File: src/rtl/mem_bus_arb.sv
// Round-robin arbiter and access sequencer for the shared asynchronous memory.
// A CPU port and a debug/loader port share the memory; each access has a programmable number of wait states.
module mem_bus_arb #(
    parameter int unsigned AW   = 8,
    parameter int unsigned WAIT = 2
) (
    input  logic          clk,
    input  logic          rst,
    input  logic          cpu_req,
    input  logic          cpu_we,
    input  logic [AW-1:0] cpu_a,
    input  logic [7:0]    cpu_din,
    output logic [7:0]    cpu_dout,
    output logic          cpu_ack,
    input  logic          dbg_req,
    input  logic          dbg_we,
    input  logic [AW-1:0] dbg_a,
    input  logic [7:0]    dbg_din,
    output logic [7:0]    dbg_dout,
    output logic          dbg_ack,
    output logic          mem_sel,
    output logic          mem_we,
    output logic [AW-1:0] mem_a,
    output logic [7:0]    mem_din,
    input  logic [7:0]    mem_dout,
    output logic          busy
);

    localparam int unsigned CW = 4;

    typedef enum logic [1:0] {
        S_IDLE,
        S_ACCESS,
        S_DONE
    } state_e;

    state_e        state_q;
    logic [CW-1:0] cnt_q;
    logic          last_dbg_q;
    logic          owner_dbg_q;
    logic          mem_sel_q;
    logic          mem_we_q;
    logic [AW-1:0] mem_a_q;
    logic [7:0]    mem_din_q;
    logic [7:0]    cpu_dout_q;
    logic [7:0]    dbg_dout_q;
    logic          cpu_ack_q;
    logic          dbg_ack_q;
    logic          busy_q;

    logic          gnt_vld_d;
    logic          gnt_dbg_d;

    // On a tie the port that did not win last time is granted.
    always_comb begin
        gnt_vld_d = cpu_req | dbg_req;
        gnt_dbg_d = dbg_req & (~cpu_req | ~last_dbg_q);
    end

    always_ff @(posedge clk) begin
        if (rst) begin
            state_q     <= S_IDLE;
            cnt_q       <= '0;
            last_dbg_q  <= 1'b1;
            owner_dbg_q <= 1'b0;
            mem_sel_q   <= 1'b0;
            mem_we_q    <= 1'b0;
            mem_a_q     <= '0;
            mem_din_q   <= '0;
            cpu_dout_q  <= '0;
            dbg_dout_q  <= '0;
            cpu_ack_q   <= 1'b0;
            dbg_ack_q   <= 1'b0;
            busy_q      <= 1'b0;
        end else begin
            case (state_q)
                S_IDLE: begin
                    if (gnt_vld_d) begin
                        state_q     <= S_ACCESS;
                        busy_q      <= 1'b1;
                        mem_sel_q   <= 1'b1;
                        mem_we_q    <= gnt_dbg_d ? dbg_we  : cpu_we;
                        mem_a_q     <= gnt_dbg_d ? dbg_a   : cpu_a;
                        mem_din_q   <= gnt_dbg_d ? dbg_din : cpu_din;
                        cnt_q       <= CW'(WAIT);
                        last_dbg_q  <= gnt_dbg_d;
                        owner_dbg_q <= gnt_dbg_d;
                    end
                end
                S_ACCESS: begin
                    if (cnt_q != '0) begin
                        cnt_q <= cnt_q - CW'(1);
                    end else begin
                        if (!mem_we_q) begin
                            if (owner_dbg_q) dbg_dout_q <= mem_dout;
                            else             cpu_dout_q <= mem_dout;
                        end
                        mem_sel_q <= 1'b0;
                        mem_we_q  <= 1'b0;
                        cpu_ack_q <= ~owner_dbg_q;
                        dbg_ack_q <= owner_dbg_q;
                        state_q   <= S_DONE;
                    end
                end
                S_DONE: begin
                    cpu_ack_q <= 1'b0;
                    dbg_ack_q <= 1'b0;
                    busy_q    <= 1'b0;
                    state_q   <= S_IDLE;
                end
                default: begin
                    state_q <= S_IDLE;
                end
            endcase
        end
    end

    assign mem_sel  = mem_sel_q;
    assign mem_we   = mem_we_q;
    assign mem_a    = mem_a_q;
    assign mem_din  = mem_din_q;
    assign cpu_dout = cpu_dout_q;
    assign dbg_dout = dbg_dout_q;
    assign cpu_ack  = cpu_ack_q;
    assign dbg_ack  = dbg_ack_q;
    assign busy     = busy_q;

endmodule

File: config.mk
export PLATFORM = sky130hd
export DESIGN_NAME = mem_bus_arb
export DESIGN_NICKNAME = d
export VERILOG_FILES = /design/src/rtl/mem_bus_arb.sv
export SDC_FILE = /design/constraint.sdc
export NUM_CORES = 1
export LEC_CHECK = 0
export ABC_CLOCK_PERIOD_IN_PS = 4100
export BUFFER_PORTS_ARGS = -buffer_cell sky130_fd_sc_hd__buf_4
export CORE_ASPECT_RATIO = 0.9
export CORE_MARGIN = 3
export CORE_UTILIZATION = 51
export CTS_CLUSTER_DIAMETER = 60
export DETAILED_ROUTE_END_ITERATION = 7
export GPL_TIMING_DRIVEN = 0
export PLACE_DENSITY_LB_ADDON = 0.08
export SYNTH_ARGS = -nofsm -noshare
export SYNTH_HDL_FRONTEND = slang
export SYNTH_SLANG_ARGS = --single-unit
export TNS_END_PERCENT = 10
File: constraint.sdc
create_clock -name clk -period 4.1 [get_ports clk]
set_clock_uncertainty 0.05 [all_clocks]
set_input_delay 0.82 -clock clk [delete_from_list [all_inputs] [get_ports clk]]
set_output_delay 0.82 -clock clk [all_outputs]
set_load 0.005 [all_outputs]
==> metrics <==
Final Slew Violations 0; DRC viols 0; Worst Reg2Reg Path Length in Cells 7; synth unique cells 39; Core Footprint 3550 um2; total die area 4690 um2; met2 Resource Use GR 0.359; r2r setup slk ~2200 ps; fraction of synthesized area in multiplexers 0.0854; CP arrival 2050 ps; Initial Util 0.561; Setup Viol. Count Final 0; setup TNS 0 ps; gr ovfl total 0; Post-Route WL 5.06 mm; IO Count 83; H-tree levels 2; Compound-Gate Fraction of Synth Area 0.254; initial antenna violation count 0; chip width 71.9 um; GR Util met3 0.0535; total CTS buffers 5; share of layout cells above drive strength 1 0.342; CP endpoint kind flop; WHS Path Cells 2; Power Density 396 nW/um2; Final ANT Viol Nets 0; r2r startpoint cnt_q[0]; Final #Nets about 350; Area contributors post-synth dfxtp_1 45%, a21oi_1 9.5%, mux2i_1 8.5%; hold path start busy; CTS tree done; syn_area_per_cell between 9 and 10 um2; 1st-pass router iterations 6; Hold Vio Cnt, Final 0; crit path max fanout 10; Longest Clk Path Bufs 2; RSZ-0062 raised after global routing false; fin crit period 1870 ps; DRT iter0 DRCs 308; run status completed; worst vdd ir between 0.2 and 0.25 mV; clk sinks 45; Synth warnings 0; clk slew on worst S/H paths 80 ps; mapped cell area 1990 um2; Die H 65.3 um; Via density roughly 5.6; worst r2r dst cpu_dout[7]; WS Path Type reg2reg; Setup Buffers After CTS 0; largest family of logic cells by synthesized area compound AO/OA/AOI/OAI gates; Leak Pwr 1.16 nW; leading cell types in the layout, fill and taps excluded 83 x buf_4, 45 x dfxtp_1, 38 x a21oi_1, 19 x o21ai_0, 18 x nand3_1; max_slew headroom 0.509; vias 1963; crit share post-route 0.457; Post-Synth Adder-Cell Area 0.0126; HP Class reg2reg; Hold EP busy; I/O Buffers 81; max cap viols 0; Avg WL per Cell 14.5 um; post-synth top area cell dfxtp_1; hold buffers post-CTS 0; simple-gate share of the synthesized area 0.136; Crit. Startpoint cnt_q[0]; Crit path required time 4270 ps; post-synth top area share 0.452; PostCTS Resize Cnt 0; XOR/XNOR share of the synthesized area 0; GRT Total Usage 0.226; Area growth syn-to-layout 37.6%; register bit total from synthesis 45; ant diodes 0; most common cell after layout, fill and taps aside buf_4; crit path launch type flop; post-layout util 0.771; vias in the first global route between 1500 and 2000; worst slew pin tran between 700 and 800 ps; post-synthesis net count 264; Top Usage Layer GRT met2; first-pass GRT wire length approximately 8.5 mm; largest net degree at the start of global routing 13; RD Place Congestion 0.836; number of core rows 20; sequential element share of the synthesized area 0.452; Synth Instances 216; met1 Use GR 0.302; Max Clk Rate 0.533 GHz; clock latency on the worst-skew pair between 200 and 300 ps; Clock Tree Root clkbuf_8; DP HPWL roughly 3.7 mm
## where the power goes
| part | leakage [nW] | internal, mW | switching, mW |
|---|---|---|---|
| Combinational | 0.744 | 0.148 | 0.157 |
| Clock | 0.0443 | 0.134 | 0.137 |
| Sequential | 0.370 | 0.481 | 0.0280 |
## per-stage QoR
stage / instance area, um2 / cells / hold WS (ps) / setup slack [ps] / power, mW
after global placement: 2660 / 341 / 394 / 2020 / 0.816
after CTS: 2740 / 348 / 422 / 2230 / 1.09
final: 2740 / 348 / 415 / 2230 / 1.08
after detailed placement: 2660 / 341 / 412 / 2010 / 0.822
after global routing: 2740 / 348 / 455 / 1980 / 1.15
after floorplan: 1990 / 216 / 380 / 2260 / 0.688
## per-layer routing
| metal | part of all wire | wire (um) |
|---|---|---|
| met1 | 0.43 | 2200 |
| met2 | 0.46 | 2330 |
| met3 | 0.090 | 454 |
| met4 | 0.014 | 69 |
| met5 | 0 | 0 |
## cell type report
| cell class | count | area (um2) |
|---|---|---|
| Clock buffer | 7 | 86.3 |
| Multi-Input combinational cell | 147 | 972 |
| Tap cell | 44 | 55.1 |
| Buffer | 20 | 104 |
| Sequential cell | 45 | 901 |
| Fill cell | 290 | 812 |
| Timing Repair Buffer | 81 | 608 |
| Inverter | 4 | 15.0 |
## critical path: stages, from the launching register on
cell     delay (ps)
dfxtp_1         330
inv_1           110
ha_1            170
nor3b_1         220
buf_2           260
buf_1           350
nand3_1         140
a21oi_1         170
## how the worst max path moves through the flow
stage / endpoint / slack, ps / cells after the start
floorplan: last_dbg_q / 2260 / 4
global placement: mem_din[3] / 2020 / 6
detailed placement: mem_din[3] / 2010 / 6
CTS: cpu_ack / 2230 / 7
global route: cpu_dout[0] / 1980 / 7
finish: cpu_dout[7] / 2230 / 7
## sequential cells by signal (all words and copies together), names as in the netlist
register and flops:
cpu_dout 8, cpu_ack 1, dbg_dout 8, mem_we 1, busy 1, mem_a 8, owner_dbg_q 1, mem_din 8
mem_sel 1, dbg_ack 1, cnt_q 4, last_dbg_q 1, state_q 2
## kinds of logic after synthesis
family	Yosys count
and+or+nand+nor	43
AOI/OAI and AO/OA	85
DFF	45
muxes	17
adders and majority gates	2
buffers and inverters	24
## cells in the mapped netlist
cell / n
o211ai_1: 3
o21a_1: 1
nand2b_4: 1
inv_1: 4
nand2_1: 3
ha_1: 2
nor4bb_1: 1
nor2_2: 2
nand2b_1: 1
clkbuf_1: 8
a21oi_1: 38
nor2_1: 2
buf_6: 2
or2_2: 2
buf_1: 3
nor4b_2: 1
nor3_1: 1
o21ai_0: 19
buf_4: 2
o32ai_1: 1
a211o_1: 1
nand3_1: 18
nand4bb_1: 1
or4_4: 1
and3_1: 2
nor2b_1: 1
or4_1: 1
mux2i_1: 17
a21boi_0: 2
nor3b_1: 1
a211oi_1: 17
a311oi_1: 1
buf_2: 5
a211oi_2: 1
o221ai_1: 1
or3b_1: 1
or3_1: 2
dfxtp_1: 45
or4b_1: 1
Power figures use the tool's default switching activity.
